**config.mk**
```make
export PLATFORM = sky130hd
export DESIGN_NAME = qc_row_accumulator
export DESIGN_NICKNAME = d
export VERILOG_FILES = /design/src/rtl/qc_row_accumulator.sv
export SDC_FILE = /design/constraint.sdc
export NUM_CORES = 2
export LEC_CHECK = 0
export ABC_AREA = 1
export BUFFER_PORTS_ARGS = -buffer_cell sky130_fd_sc_hd__buf_2
export CORE_AREA = 4 4 364 366
export CTS_CLUSTER_SIZE = 12
export DETAILED_ROUTE_END_ITERATION = 16
export DIE_AREA = 0 0 368 370
export PLACE_DENSITY = 0.64
export SETUP_SLACK_MARGIN = 0.15
export SYNTH_ARGS = -nofsm -noshare
export SYNTH_HDL_FRONTEND = slang
export SYNTH_SLANG_ARGS = --single-unit
```
**constraint.sdc**
```tcl
create_clock -name CLK -period 3.1 [get_ports CLK]
set_input_delay 0.465 -clock CLK [delete_from_list [all_inputs] [get_ports CLK]]
set_output_delay 0.465 -clock CLK [all_outputs]
set_load 0.01 [all_outputs]
```
**src/rtl/qc_row_accumulator.sv**
```systemverilog
// Per-block-row XOR accumulator behind the QC-LDPC circular shifter.
// Rotated sub-blocks are folded into NUM_ROWS accumulators and drained in row order at frame end.

module qc_row_acc_lane #(
    parameter int MAXZ = 81
) (
    input  logic            CLK,
    input  logic            rst,
    input  logic            clr_i,
    input  logic            xor_en_i,
    input  logic [MAXZ-1:0] data_i,
    output logic [MAXZ-1:0] acc_o
);
    logic [MAXZ-1:0] acc_q, acc_d;

    // Clear and load in the same cycle yields the fresh beat, which is how a frame starts.
    always_comb begin
        acc_d = acc_q;
        if (clr_i)    acc_d = '0;
        if (xor_en_i) acc_d = acc_d ^ data_i;
    end

    always_ff @(posedge CLK) begin
        if (rst) acc_q <= '0;
        else     acc_q <= acc_d;
    end

    assign acc_o = acc_q;
endmodule

module qc_row_accumulator #(
    parameter int MAXZ     = 81,
    parameter int NUM_ROWS = 12,
    parameter int ROW_W    = $clog2(NUM_ROWS),
    parameter int ZW       = $clog2(MAXZ + 1)
) (
    input  logic             CLK,
    input  logic             rst,
    input  logic             valid_in,
    input  logic [MAXZ-1:0]  in_data,
    input  logic [ROW_W-1:0] in_row,
    input  logic             first_in,
    input  logic             frame_end,
    input  logic [ZW-1:0]    z_size,
    output logic             out_valid,
    input  logic             out_ready,
    output logic [MAXZ-1:0]  out_data,
    output logic [ROW_W-1:0] out_row,
    output logic             out_last,
    output logic             busy,
    output logic             err
);
    typedef enum logic [1:0] {S_IDLE, S_ACCUM, S_DRAIN} state_t;

    localparam logic [ROW_W-1:0] LAST_ROW = ROW_W'(NUM_ROWS - 1);
    localparam logic [ZW-1:0]    ZMAX     = ZW'(MAXZ);

    state_t                          state_q, state_d;
    logic [ROW_W-1:0]                drain_idx_q, drain_idx_d;
    logic [ZW-1:0]                   zl_q, zl_d;
    logic                            err_q, err_d;

    logic                            row_ok;
    logic                            clr_all;
    logic                            wr_en;
    logic                            use_new_z;
    logic [ZW-1:0]                   z_in_eff;
    logic [ZW-1:0]                   mask_z;
    logic [MAXZ-1:0]                 mask;
    logic [MAXZ-1:0]                 din_m;
    logic [NUM_ROWS-1:0][MAXZ-1:0]   acc;

    assign row_ok   = (32'(in_row) < NUM_ROWS);
    assign z_in_eff = (z_size == '0 || 32'(z_size) > MAXZ) ? ZMAX : z_size;
    // The first beat of a frame must be masked with its own z_size, not the stale latched one.
    assign mask_z   = use_new_z ? z_in_eff : zl_q;

    always_comb begin
        mask = '0;
        for (int i = 0; i < MAXZ; i++)
            mask[i] = (32'(i) < 32'(mask_z));
    end

    assign din_m = in_data & mask;

    always_comb begin
        state_d     = state_q;
        drain_idx_d = drain_idx_q;
        zl_d        = zl_q;
        err_d       = err_q;
        clr_all     = 1'b0;
        wr_en       = 1'b0;
        use_new_z   = 1'b0;
        unique case (state_q)
            S_IDLE: begin
                if (valid_in) begin
                    if (first_in) begin
                        clr_all     = 1'b1;
                        use_new_z   = 1'b1;
                        zl_d        = z_in_eff;
                        wr_en       = row_ok;
                        drain_idx_d = '0;
                        state_d     = frame_end ? S_DRAIN : S_ACCUM;
                        if (!row_ok) err_d = 1'b1;
                    end else begin
                        err_d = 1'b1;
                    end
                end
            end
            S_ACCUM: begin
                if (valid_in) begin
                    wr_en = row_ok;
                    if (!row_ok) err_d = 1'b1;
                    if (first_in) begin
                        clr_all   = 1'b1;
                        use_new_z = 1'b1;
                        zl_d      = z_in_eff;
                        err_d     = 1'b1;
                    end
                end
                if (frame_end) begin
                    state_d     = S_DRAIN;
                    drain_idx_d = '0;
                end
            end
            S_DRAIN: begin
                if (valid_in) err_d = 1'b1;
                if (out_ready) begin
                    if (drain_idx_q == LAST_ROW) begin
                        state_d     = S_IDLE;
                        drain_idx_d = '0;
                    end else begin
                        drain_idx_d = drain_idx_q + 1'b1;
                    end
                end
            end
            default: state_d = S_IDLE;
        endcase
    end

    always_ff @(posedge CLK) begin
        if (rst) begin
            state_q     <= S_IDLE;
            drain_idx_q <= '0;
            zl_q        <= ZMAX;
            err_q       <= 1'b0;
        end else begin
            state_q     <= state_d;
            drain_idx_q <= drain_idx_d;
            zl_q        <= zl_d;
            err_q       <= err_d;
        end
    end

    for (genvar r = 0; r < NUM_ROWS; r++) begin : g_lane
        qc_row_acc_lane #(.MAXZ(MAXZ)) u_lane (
            .CLK      (CLK),
            .rst      (rst),
            .clr_i    (clr_all),
            .xor_en_i (wr_en && (in_row == ROW_W'(r))),
            .data_i   (din_m),
            .acc_o    (acc[r])
        );
    end

    assign out_valid = (state_q == S_DRAIN);
    assign out_data  = out_valid ? acc[drain_idx_q] : '0;
    assign out_row   = drain_idx_q;
    assign out_last  = out_valid && (drain_idx_q == LAST_ROW);
    assign busy      = (state_q != S_IDLE);
    assign err       = err_q;
endmodule
```
==> results.md <==
- Result of the run: completed
- Most common library cell in the layout ignoring fill and taps: sky130_fd_sc_hd__nand2_1
- Number of distinct library cells after synthesis: 38
- Area of the mapped netlist: 57,900 sq um
- DRC violation total after the first TritonRoute iteration: 7,164
- DR WL met3: 24,000 um
- TritonCTS clock tree: yes
- Pin count of the biggest net entering global routing: 210
- Share of the clock period used by the worst path after layout: 99.5%
- Capturing instance or port of the critical path: out_data[34]
- Synthesized netlist cell count: 10,000
- Post-synth EDFFs: 0
- # hold bufs at CTS: 0
- Remaining design rule violation count: 0
- Area share of the largest cell type after synthesis: 34.1%
- Path class of the lowest-slack min-delay path: in -> reg
- Library cell used as clock root buffer: sky130_fd_sc_hd__clkbuf_16
- Launch instance of the worst register-to-register path: state_q[0]
- Number of non-filler instances in the completed layout: 11,900
- TritonCTS buffer count: 116
- Highest layer used for signal routing: met4
- Sort of element at the end of the critical path: output pin
- Core area: 129,000 sq um
- Initial standard-cell utilization of the core: 44.8%
- Detail-routed net length per standard cell: 19.8 um
- Chip height: 370 um
- Placed cell count: 11,500
- Insertion delay to the later sink of the worst-skew pair: 750 ps
- Number of nets at the end of the flow: 10,100
- Die span in x: 368 um
- Max_slew headroom: 21.6%
- Setup slack, reg-to-reg: 180 ps
- IO Pins: 187
- Clock input transition at the sequential cells of the worst setup and hold paths: 60 ps
- Number of vias per cell after detailed routing: 5.55
- Largest area contributor in the synthesized netlist: sky130_fd_sc_hd__dfxtp_1
- Commonest cells after routing, fill and taps aside: sky130_fd_sc_hd__nand2_1 (2,357), sky130_fd_sc_hd__nor2_1 (2,176), sky130_fd_sc_hd__inv_1 (990), sky130_fd_sc_hd__dfxtp_1 (983), sky130_fd_sc_hd__nand3_1 (919)
- Remaining number of nets flagged by the antenna check after routing: 0
- Global placer's final weighted congestion: 0.845
- Startpoint type of the worst setup path: flip-flop
- Total count of hold-check failures in the final report: 0
- RSZ-0062 raised after global routing: yes
- Minimum setup slack in the final design: 17.0 ps
- Metal-1 WL: 92,500 um
- Post-synthesis async set-or-reset flop share: 0%
- Setup Slack @ Placement: -95.7 ps
- Max-slew violation count: 0
- Initial antenna violation count: 2
- Reg2Reg Depth: 16
- Detailed placer's ending HPWL: 118,000 um
- Most used DFF post-synth: sky130_fd_sc_hd__dfxtp_1
- Total number of vias: 65,800
- First-pass GRT wire length: 348,000 um
- Number of sinks driven by the clock tree: 986
- Max Clock Freq: 324 MHz
- Largest cells by area after synthesis: sky130_fd_sc_hd__dfxtp_1 (34%), sky130_fd_sc_hd__nand2_1 (16%), sky130_fd_sc_hd__nor2_1 (14%)
- Leakage Power: 29.6 nW
- Row count: 132
- Die Area: 136,000 sq um
- Number of synthesis warnings: 0
- Category of the most critical setup path: reg -> out
- Layout overhead on the synthesized area: 22.1%
- Sum of overflow across all layers after global routing: 0
- Summed negative setup slack over all endpoints: 0 ps
- Initial DRT Pass Iterations: 7
- WP data arrival: 2620 ps
- CTS Buffer Depth: 3
- Avg Inst Size Synth: 5.78 sq um
- Worst flop-to-flop path endpoint: g_lane[8].u_lane.acc_o[4]
- Worst clock skew: 33.8 ps
- Flops & latches, synth: 986
- Total power divided by cell area: 691 nW/um^2
- First element of the critical path: out_row[0]
- Fraction of the yosys area taken by sequential cells: 34.1%
- Peak supply drop: 0.704 mV
- Number of nets produced by synthesis: 10,100
- Final min period: 3080 ps
- Maximum fanout along the worst path: 9
- Overall fraction of global-route tracks in use: 32.4%
- Met2 wire length: 104,000 um
- Data required, critical path: 2630 ps
- Max H-tree Level: 3
- Routed wire length: 234,000 um
- Share of final-layout standard cells stronger than drive strength 1: 12.6%
- Maximum capacitance violations: 0
- Count of port buffers added during placement: 186
- Worst Max-Slew Pin Slew: 1180 ps
- Vias in the first global route: 59,600
- Endpoints failing setup: 0
[sequential cells by signal, indices dropped and copies added (netlist names)]
name / count
err: 1
zl_q: 7
state_q: 2
out_row: 4
g_lane.u_lane.acc_o: 972
[cells in the mapped netlist, types with 2 or more instances]
library cell,count
sky130_fd_sc_hd__buf_2,171
sky130_fd_sc_hd__dfxtp_1,986
sky130_fd_sc_hd__nor2_2,21
sky130_fd_sc_hd__nor2_1,2217
sky130_fd_sc_hd__nand2_4,4
sky130_fd_sc_hd__o21ai_0,624
sky130_fd_sc_hd__buf_1,178
sky130_fd_sc_hd__nor3_1,129
sky130_fd_sc_hd__o22ai_1,16
sky130_fd_sc_hd__clkbuf_1,359
sky130_fd_sc_hd__nand3_1,970
sky130_fd_sc_hd__a211oi_1,4
sky130_fd_sc_hd__clkinv_1,14
sky130_fd_sc_hd__nor2_4,5
sky130_fd_sc_hd__buf_4,16
sky130_fd_sc_hd__buf_6,5
sky130_fd_sc_hd__nand2_1,2397
sky130_fd_sc_hd__nand4_1,62
sky130_fd_sc_hd__a21oi_2,2
sky130_fd_sc_hd__o21bai_1,30
sky130_fd_sc_hd__a21oi_1,705
sky130_fd_sc_hd__inv_2,21
sky130_fd_sc_hd__o21ai_1,2
sky130_fd_sc_hd__inv_1,996
sky130_fd_sc_hd__nand2_2,13
sky130_fd_sc_hd__ha_1,5
sky130_fd_sc_hd__o211ai_1,4
sky130_fd_sc_hd__a21boi_0,6
sky130_fd_sc_hd__nand3_2,26
sky130_fd_sc_hd__o221ai_1,18
[cell type report]
cell class / instances / area [sq um]
fill: 12600 / 58500
clock inverter: 30 / 337
antenna: 1 / 2.50
timing repair buffer: 603 / 7580
sequential: 986 / 19800
multi-input combinational: 7272 / 33100
inverter: 1031 / 3980
tap: 1742 / 2180
timing repair inverter: 7 / 96.3
clock buffer: 185 / 3640
[metal layers]
metal	global-route usage, %	vias to the layer above
li1	-	31400
met1	40.7	30400
met2	52.2	3306
met3	6.33	667
met4	17.9	0
met5	0	-
[how the worst min path moves through the flow]
stage                              start                        end  depth (start not counted)
6_report                       frame_end                 state_q[0]                          4
5_1_grt                        frame_end                 state_q[0]                          4
4_1_cts                        frame_end                 state_q[0]                          4
3_5_place_dp   g_lane[7].u_lane.acc_o[9]  g_lane[7].u_lane.acc_o[9]                          3
3_3_place_gp   g_lane[7].u_lane.acc_o[5]  g_lane[7].u_lane.acc_o[5]                          3
2_1_floorplan                 state_q[0]                 state_q[0]                          2
[worst max-delay path, stage by stage (launching register included)]
cell and delay (ps):
sky130_fd_sc_hd__dfxtp_4 510, sky130_fd_sc_hd__inv_16 120, sky130_fd_sc_hd__buf_16 170, sky130_fd_sc_hd__buf_12 140
sky130_fd_sc_hd__buf_16 140, sky130_fd_sc_hd__a21oi_1 130, sky130_fd_sc_hd__o21ai_0 100, sky130_fd_sc_hd__nand3_1 90
sky130_fd_sc_hd__nand3_2 90, sky130_fd_sc_hd__a21oi_2 210, sky130_fd_sc_hd__buf_2 160
[through the flow]
stage,hold slack [ps],area (sq um),utilization [%],power [mW]
global route,51.1,70600,54.7,50.3
CTS,9.12,69100,53.5,47.1
global placement,513,60800,47.1,26.1
finish,58.8,70600,54.7,48.8
detailed placement,523,60800,47.1,26.1
floorplan,504,57900,-,21.5
[kinds of logic after synthesis]
group                    count (synthesis)  synth area share (%)
AO/OA/AOI/OAI                         1415                  12.6
XOR/XNOR                                 1                0.0151
adder cells (fa/ha/maj)                  5                 0.108
buffers and inverters                 1760                  12.0
flip-flops                             986                  34.1
AND/OR/NAND/NOR                       5847                  41.2
[repair_timing]
action                     4_1_cts  5_1_grt
setup buffers                   67       31
setup endpoints to repair      401      855
cloned                          72       16
gates resized for setup        566      288
pin swaps                      148      133
[report_power, final]
group          switching [mW]  internal [mW]  total (mW)
combinational            13.3           8.06        21.4
sequential              0.147           12.9        13.0
clock                    5.89           8.56        14.4
total                    19.3           29.5        48.8
No activity file was read; power rests on OpenSTA's default activity.
